==> src/rtl/ps2_host.sv <==
// PS/2 host transmitter: arbitrates two requesters and sends one command
// byte per grant to the device, reporting the device ACK bit as ack/nak.
// Ports: clock/reset (async, active low), ce tick enable, ps2ci/ps2di pad
// inputs, ps2co/ps2do open-drain drives (1 = release), req/d0/d1 requests
// and bytes, busy, and per-requester one-cycle ack/nak pulses.
module ps2_host #(
    parameter int INHIBIT = 100,
    parameter int TIMEOUT = 20000
) (
    input  logic       clock,
    input  logic       reset,
    input  logic       ce,
    input  logic       ps2ci,
    input  logic       ps2di,
    output logic       ps2co,
    output logic       ps2do,
    input  logic [1:0] req,
    input  logic [7:0] d0,
    input  logic [7:0] d1,
    output logic       busy,
    output logic [1:0] ack,
    output logic [1:0] nak
);

    localparam int IW = (INHIBIT > 1) ? $clog2(INHIBIT) : 1;
    localparam int TW = $clog2(TIMEOUT + 1);
    localparam logic [IW-1:0] ILAST = IW'(INHIBIT - 1);
    localparam logic [TW-1:0] TLAST = TW'(TIMEOUT - 1);
    localparam logic [TW-1:0] TMAX  = TW'(TIMEOUT);

    typedef enum logic [2:0] {
        S_IDLE,
        S_INHIBIT,
        S_RTS,
        S_SEND,
        S_ACKW,
        S_DONE
    } state_t;

    state_t        state_q, state_d;
    logic [7:0]    filt_q, filt_d;
    logic          fclk_q, fclk_d;
    logic          di_q, di_d;
    logic          co_q, co_d;
    logic          do_q, do_d;
    logic          busy_q, busy_d;
    logic [1:0]    ack_q, ack_d;
    logic [1:0]    nak_q, nak_d;
    logic          idx_q, idx_d;
    logic [7:0]    byte_q, byte_d;
    logic [IW-1:0] icnt_q, icnt_d;
    logic [3:0]    bcnt_q, bcnt_d;
    logic [TW-1:0] tmo_q, tmo_d;
    logic          fall;

    // A device clock edge counts once the filtered clock is high and
    // the last 8 ce samples are all low.
    assign fall = fclk_q && (filt_q == 8'h00);

    always_comb begin
        filt_d = filt_q;
        fclk_d = fclk_q;
        di_d   = di_q;
        if (ce) begin
            filt_d = {filt_q[6:0], ps2ci};
            di_d   = ps2di;
            if (filt_q == 8'hFF) begin
                fclk_d = 1'b1;
            end else if (filt_q == 8'h00) begin
                fclk_d = 1'b0;
            end
        end
    end

    always_comb begin
        state_d = state_q;
        co_d    = co_q;
        do_d    = do_q;
        busy_d  = busy_q;
        idx_d   = idx_q;
        byte_d  = byte_q;
        icnt_d  = icnt_q;
        bcnt_d  = bcnt_q;
        tmo_d   = tmo_q;
        ack_d   = 2'b00;
        nak_d   = 2'b00;
        if (ce) begin
            unique case (state_q)
                S_IDLE: begin
                    if (|req) begin
                        idx_d   = ~req[0];
                        byte_d  = req[0] ? d0 : d1;
                        icnt_d  = '0;
                        bcnt_d  = '0;
                        tmo_d   = '0;
                        co_d    = 1'b0;
                        do_d    = 1'b1;
                        busy_d  = 1'b1;
                        state_d = S_INHIBIT;
                    end
                end
                S_INHIBIT: begin
                    if (icnt_q == ILAST) begin
                        co_d    = 1'b1;
                        do_d    = 1'b0;
                        tmo_d   = '0;
                        state_d = S_RTS;
                    end else begin
                        icnt_d = icnt_q + 1'b1;
                    end
                end
                S_RTS, S_SEND, S_ACKW: begin
                    tmo_d = (tmo_q == TMAX) ? tmo_q : tmo_q + 1'b1;
                    if (tmo_q >= TLAST) begin
                        co_d         = 1'b1;
                        do_d         = 1'b1;
                        nak_d[idx_q] = 1'b1;
                        state_d      = S_DONE;
                    end else if (state_q == S_RTS) begin
                        state_d = S_SEND;
                    end else if (fall && state_q == S_SEND) begin
                        bcnt_d = bcnt_q + 4'd1;
                        if (bcnt_q < 4'd8) begin
                            do_d = byte_q[bcnt_q[2:0]];
                        end else if (bcnt_q == 4'd8) begin
                            do_d = ~^byte_q;
                        end else begin
                            do_d    = 1'b1;
                            state_d = S_ACKW;
                        end
                    end else if (fall) begin
                        if (di_q) begin
                            nak_d[idx_q] = 1'b1;
                        end else begin
                            ack_d[idx_q] = 1'b1;
                        end
                        state_d = S_DONE;
                    end
                end
                S_DONE: begin
                    busy_d  = 1'b0;
                    state_d = S_IDLE;
                end
                default: begin
                    co_d    = 1'b1;
                    do_d    = 1'b1;
                    busy_d  = 1'b0;
                    state_d = S_IDLE;
                end
            endcase
        end
    end

    always_ff @(posedge clock or negedge reset) begin
        if (!reset) begin
            state_q <= S_IDLE;
            filt_q  <= 8'hFF;
            fclk_q  <= 1'b1;
            di_q    <= 1'b1;
            co_q    <= 1'b1;
            do_q    <= 1'b1;
            busy_q  <= 1'b0;
            ack_q   <= 2'b00;
            nak_q   <= 2'b00;
            idx_q   <= 1'b0;
            byte_q  <= 8'h00;
            icnt_q  <= '0;
            bcnt_q  <= '0;
            tmo_q   <= '0;
        end else begin
            state_q <= state_d;
            filt_q  <= filt_d;
            fclk_q  <= fclk_d;
            di_q    <= di_d;
            co_q    <= co_d;
            do_q    <= do_d;
            busy_q  <= busy_d;
            ack_q   <= ack_d;
            nak_q   <= nak_d;
            idx_q   <= idx_d;
            byte_q  <= byte_d;
            icnt_q  <= icnt_d;
            bcnt_q  <= bcnt_d;
            tmo_q   <= tmo_d;
        end
    end

    assign ps2co = co_q;
    assign ps2do = do_q;
    assign busy  = busy_q;
    assign ack   = ack_q;
    assign nak   = nak_q;

endmodule

==> config.mk <==
export PLATFORM = sky130hd
export DESIGN_NAME = ps2_host
export DESIGN_NICKNAME = d
export VERILOG_FILES = /design/src/rtl/ps2_host.sv
export SDC_FILE = /design/constraint.sdc
export NUM_CORES = 1
export LEC_CHECK = 0
export ABC_AREA = 1
export CELL_PAD_IN_SITES_DETAIL_PLACEMENT = 0
export CELL_PAD_IN_SITES_GLOBAL_PLACEMENT = 1
export CORE_MARGIN = 3
export CORE_UTILIZATION = 43
export CTS_CLUSTER_SIZE = 28
export DETAILED_ROUTE_END_ITERATION = 12
export GPL_ROUTABILITY_DRIVEN = 0
export PLACE_DENSITY_LB_ADDON = 0.1
export SYNTH_ARGS = -nofsm -noshare
export SYNTH_HDL_FRONTEND = slang
export SYNTH_SLANG_ARGS = --single-unit
==> constraint.sdc <==
create_clock -name clock -period 2.45 [get_ports clock]
set_clock_uncertainty 0.15 [all_clocks]
set_input_delay 0.245 -clock clock [delete_from_list [all_inputs] [get_ports clock]]
set_output_delay 0.245 -clock clock [all_outputs]
set_load 0.02 [all_outputs]
==> flow_summary.ini, run 1 <==
[clock_network]
cts_max_path_buffers = 2
post-cts-setup-buffers = 0
cts_resized = 0
clk_pin_slew_ns = 0.11
cts_hold_buf = 1
numCtsBuffers = 5
cts.sinks = 55
h-tree-depth = 2
cts_tree = done
clkLatencyLatePin_ns = 0.30
cts-root-buf = clkbuf_8

[die]
io_pins = 30
core.rowCount = 31
die_area_sq_um = 9040
die_h_microns = 95.1
core_sq_um = 7490
initial_core_util = 0.456
die_x_microns = 95.1

[layout]
area_growth_pct = 15.6
final_nets = 512
drive_above_1_share = 0.122
antenna_cells = 0
fillers = 712

[place]
dp.final_hpwl_mm = 5.37
io_buffers = 29
place_ws_ns = 0.361

[drt]
drt_pass1_iterations = 4
first_iter_violations = 101
routed_wl_mm = 7.22
vias_per_cell = 4.88
avgRoutedWirePerCell_microns = 12.4
route.vias.total = 2850
ant_nets = 0
drc = 0

[worst_setup_path]
crit_fanout = 16
arrival_ns = 2.15
cp-end-kind = flop
start_kind = flop
crit_type = flop to flop
cp.required_ns = 2.51

[logic_synthesis]
synth-seq-area-share = 0.408
synth_nets = 481
yosysTopAreaCell = dfrtp_1
synthCells = 453
syn_area_sq_um = 3410
synth_top_cells_by_count = nand2_1 (122), nor2_1 (55), inv_1 (52), dfrtp_1 (43), o21ai_0 (36)
post-synth-top-count-cell = nand2_1
synth.distinct_cells = 37
synth_flop_cell = dfrtp_1
synth_enable_flop_cells = 0
synth-async-reset-ratio = 1.00
yosysWarnings = 0
yosys-top-cells-area = dfrtp_1 (32%), nand2_1 (13%), dfstp_2 (9.2%)
synth_top_area_frac = 0.315
synth.avg_cell_area_sq_um = 7.53
postSynthRegisterBits = 55

[global_routing]
grtUsageTotal = 0.170
antenna_found_initial = 0
grt_overflow_total = 0
first_global_vias = 2679
grt_max_degree = 31
grt_pass1_wl_mm = 12.4

[power_and_ir_drop]
p_leak_uw = 0.00178
power_frac_comb = 0.428
cellPowerDensity_nw_per_um2 = 889
switching_share = 0.423
p_switching_uw = 1480
peakVddDrop_mv = 0.462
p_int_uw = 2020
clkPwrFrac = 0.181
p_seq_frac = 0.391

[timing]
setup_viol = 0
rsz0062_at_grt = false
setup_tns_ns = 0
fin_crit_ns = 2.09
maxSlewViolCount = 0
hold_violations = 0
max_slew_margin = 0.582
period_share = 0.852
finalWorstSetupSlack_ns = 0.363
tightest_slew_ns = 0.627
fmax_ghz = 0.479

[run_status]
status = finished clean

[hold_path]
hold_path.class = input pin to async pin

[run]
max_cap_viol_count = 0
-- worst max-delay path, cell delays in order (launching register included) --
cell	delay [ns]
dfrtp_1	0.41
inv_2	0.11
nor2_4	0.18
a21oi_4	0.09
buf_4	0.19
nor2_4	0.10
nand2_2	0.08
nor2_4	0.35
inv_2	0.14
o21ai_0	0.21
-- per-stage QoR --
step	area (sq um)	utilization	std cells	hold WS, ns	power (uW)
after floorplan	3410	-	453	-0.201	2520
after global placement	3810	0.509	575	0.145	2880
after detailed placement	3810	0.509	575	0.150	2900
after CTS	3940	0.526	584	0.316	3540
after global routing	3940	0.526	584	0.329	3830
final	3940	0.526	584	0.321	3500
-- area by class of cell --
| class | count | area, sq um | area share |
|---|---|---|---|
| sequential | 55 | 1390 | 0.353 |
| inverter | 57 | 215 | 0.0546 |
| multi-input combinational | 330 | 1730 | 0.439 |
| timing repair buffer | 35 | 358 | 0.0908 |
| tap | 99 | 124 | 0.0314 |
| clock buffer | 8 | 123 | 0.0311 |
-- sequential cells by signal, indices dropped and copies added (netlist names) --
signal / count
state_q: 3
ack: 2
filt_q: 8
bcnt_q: 4
idx_q: 1
icnt_q: 7
di_q: 1
busy: 1
ps2co: 1
tmo_q: 15
fclk_q: 1
ps2do: 1
byte_q: 8
nak: 2
-- cell usage in the layout, fill, tap and decap left out, drive strengths merged, types with 2 or more instances in the layout --
cell type | Yosys | routed
nand2 | 129 | 129
nor2 | 63 | 63
inv | 56 | 56
dfrtp | 43 | 43
o21ai | 43 | 43
nand3 | 34 | 34
clkdlybuf4s50 | 0 | 28
xor2 | 15 | 15
dfstp | 12 | 12
o211ai | 8 | 8
a21oi | 8 | 8
clkbuf | 2 | 8
nand4 | 7 | 7
buf | 9 | 6
ha | 5 | 5
nor3 | 5 | 5
xnor2 | 4 | 4
o21bai | 2 | 2
-- metal layers --
metal	GRT usage	vias up	share of wire
li1	-	1503	-
met1	0.244	1300	0.51
met2	0.265	43	0.44
met3	0.0316	4	0.034
met4	0.0409	0	0.0072
met5	0	-	0
-- final timing paths --
path / cells after the start / slack [ns] / start / endpoint
worst min-delay path: 2 / 0.32 / reset / byte_q[4]$_DFFE_PN0P_
max in group asynchronous: 3 / 1.16 / reset / di_q$_DFFE_PN1P_
worst max-delay path: 9 / 0.36 / state_q[2]$_DFFE_PN0P_ / idx_q$_DFFE_PN0P_
worst max register to register: 9 / 0.36 / state_q[2]$_DFFE_PN0P_ / idx_q$_DFFE_PN0P_
min in group clock: 3 / 0.32 / ps2ci / filt_q[0]$_DFFE_PN1P_
worst min register to register: 2 / 0.34 / filt_q[4]$_DFFE_PN1P_ / filt_q[5]$_DFFE_PN1P_
-- logic make-up (layout without fill, tap and decap cells) --
kind of cell,Yosys count,in the layout,share of synthesized area
XOR/XNOR,19,19,0.0488
buffers and inverters,68,100,0.0847
AND/OR/NAND/NOR,240,240,0.313
flip-flops,55,55,0.408
adder cells (fa/ha/maj),5,5,0.0183
AO/OA/AOI/OAI,66,66,0.127
-- power by group through the flow --
stage	sequential, uW	clock, uW	combinational [uW]
global placement	1380	0	1500
global route	1410	686	1730
floorplan	1340	0	1170
CTS	1370	649	1520
finish	1370	634	1500
detailed placement	1390	0	1510
Note: power is estimated with default switching activity, not from simulation.
==> inputs of run 2 (changes only) <==
Settings changed: CORE_ASPECT_RATIO set to 1.2.
==> flow_summary.ini, run 2 (synthesis gave the netlist of run 1 again) <==
[run_status]
status = finished clean

[place]
dp.final_hpwl_mm = 5.52
placed_area_sq_um = 3770
io_buffers = 29
dp.cells = 564
place_ws_ns = 0.0685

[layout]
reg_top3 = tmo_q x15, byte_q x8, filt_q x8
mostFrequentLayoutCells = nand2_1 (122), nor2_1 (55), inv_1 (52), dfrtp_1 (43), o21ai_0 (36)
fin_area_sq_um = 3880
largest_reg_flops = 15
layout_commonest_cell = nand2_1
final_nets = 511
largest-register = tmo_q
finalNonFillerCells = 574
antenna_cells = 0
drive_above_1_share = 0.122
area_growth_pct = 13.8

[timing]
fin_hold_ws_ns = 0.293
period_share = 0.915
fin_crit_ns = 2.24
tightest_slew_ns = 0.641
maxSlewViolCount = 0
hold_violations = 0
rsz0062_at_grt = false
max_slew_margin = 0.573
finalWorstSetupSlack_ns = 0.209
fmax_ghz = 0.446
setup_tns_ns = 0
setup_viol = 0

[clock_network]
h-tree-depth = 2
post-cts-setup-buffers = 0
clkLatencyLatePin_ns = 0.32
cts.sinks = 55
cts-root-buf = clkbuf_8
clk_pin_slew_ns = 0.11
cts_tree = done
numCtsBuffers = 5
cts_max_path_buffers = 2

[global_routing]
first_global_vias = 2865
antenna_found_initial = 0
grt_max_degree = 31
grtUsageTotal = 0.176
grt_pass1_wl_mm = 13.2
grt_overflow_total = 0

[worst_setup_path]
arrival_ns = 2.35
cp.required_ns = 2.56
start_kind = flop
regToRegStartpoint = icnt_q[0]$_DFFE_PN0P_
reg2reg_slack_ns = 0.21
slowest_delay_ns = 0.52
crit_type = flop to flop
cp_slowest_cell = nor2_2
cp-end-kind = flop
path_delay_family = simple AND/OR/NAND/NOR gates
path_common_cell = nand2_1
crit_chain = ha_1 -> inv_1 -> nor2_1 -> nand4_1 -> nand2_1 -> nand2_1 -> inv_1 -> nand2_2 -> nor2_2 -> nand2_1 -> o21ai_2
worst-path-buf-inv = 2
r2r_cells = 11
crit_fanout = 11
timing.rr.end = tmo_q[14]$_DFFE_PN0P_

[die]
core_sq_um = 7490
core.rowCount = 34
die_x_microns = 87.3
die_area_sq_um = 9040
io_pins = 30
die_h_microns = 104
initial_core_util = 0.456

[run]
max_cap_viol_count = 0

[power_and_ir_drop]
peakVddDrop_mv = 0.470
cellPowerDensity_nw_per_um2 = 875
p_leak_uw = 0.00175

[drt]
route.vias.total = 2870
drt_pass1_iterations = 6
drc = 0
ant_nets = 0
avgRoutedWirePerCell_microns = 13.1
first_iter_violations = 116
routed_wl_mm = 7.53
vias_per_cell = 5.00

[hold_path]
hold_depth = 3
worstHoldEndpoint = di_q$_DFFE_PN1P_
hold_path.class = input pin to flop
holdCritStartpoint = ps2di
run 2: cell count changes in the layout (fill, tap and decap cells not counted), sizes merged:
cell / change
clkbuf: -3
buf: -2
clkinvlp: +1
clkinv: +1
inv: +1
nor2: +1
run 2: final cells by class:
| cell class | count | area [sq um] |
|---|---|---|
| Inverter | 57 | 215 |
| Tap cell | 90 | 113 |
| Clock buffer | 5 | 68.8 |
| Sequential cell | 55 | 1390 |
| Clock inverter | 3 | 27.5 |
| Multi-Input combinational cell | 331 | 1740 |
| Fill cell | 754 | 3600 |
| Timing Repair Buffer | 33 | 330 |
run 2: worst max path at each step:
stage / start / end / slack, ns / cells after the start
2_1_floorplan: bcnt_q[0]$_DFFE_PN0P_ / state_q[2]$_DFFE_PN0P_ / 0.64 / 10
3_3_place_gp: req[0] / tmo_q[2]$_DFFE_PN0P_ / 0.14 / 12
3_5_place_dp: req[0] / tmo_q[0]$_DFFE_PN0P_ / 0.07 / 12
4_1_cts: icnt_q[0]$_DFFE_PN0P_ / tmo_q[0]$_DFFE_PN0P_ / 0.12 / 12
5_1_grt: icnt_q[0]$_DFFE_PN0P_ / tmo_q[13]$_DFFE_PN0P_ / 0.07 / 11
6_report: icnt_q[0]$_DFFE_PN0P_ / tmo_q[14]$_DFFE_PN0P_ / 0.21 / 11
run 2: where the power goes:
part	switching (uW)	internal, uW	leakage, uW
clock network	337	211	0.0000463
registers	225	1140	0.000699
logic	970	516	0.00101
run 2: worst reg2reg max path: cells and delay by family (launching register included):
family	cells	cell delay [ns]
AND/OR/NAND/NOR	7	1.16
flip-flops	1	0.40
adder cells (fa/ha/maj)	1	0.22
buffers and inverters	2	0.17
AO/OA/AOI/OAI	1	0.08
run 2: what timing repair did:
item | CTS | global route
setup endpoints to repair | 0 | 9
resized for setup | 0 | 0
endpoints found under the hold margin | 20 | 0
hold buffers | 1 | 0
run 2: stage by stage:
| stage | power [uW] | utilization |
|---|---|---|
| global route | 3730 | 0.519 |
| floorplan | 2520 | - |
| detailed placement | 2860 | 0.504 |
| finish | 3400 | 0.519 |
| global placement | 2840 | 0.504 |
| CTS | 3420 | 0.518 |
run 2: metal layers:
metal / up-vias / GRT usage / wire length [microns]
met5: - / 0 / 0
met4: 0 / 0.0450 / 67
met3: 5 / 0.0286 / 245
met2: 46 / 0.294 / 3640
met1: 1308 / 0.235 / 3580
li1: 1511 / - / -
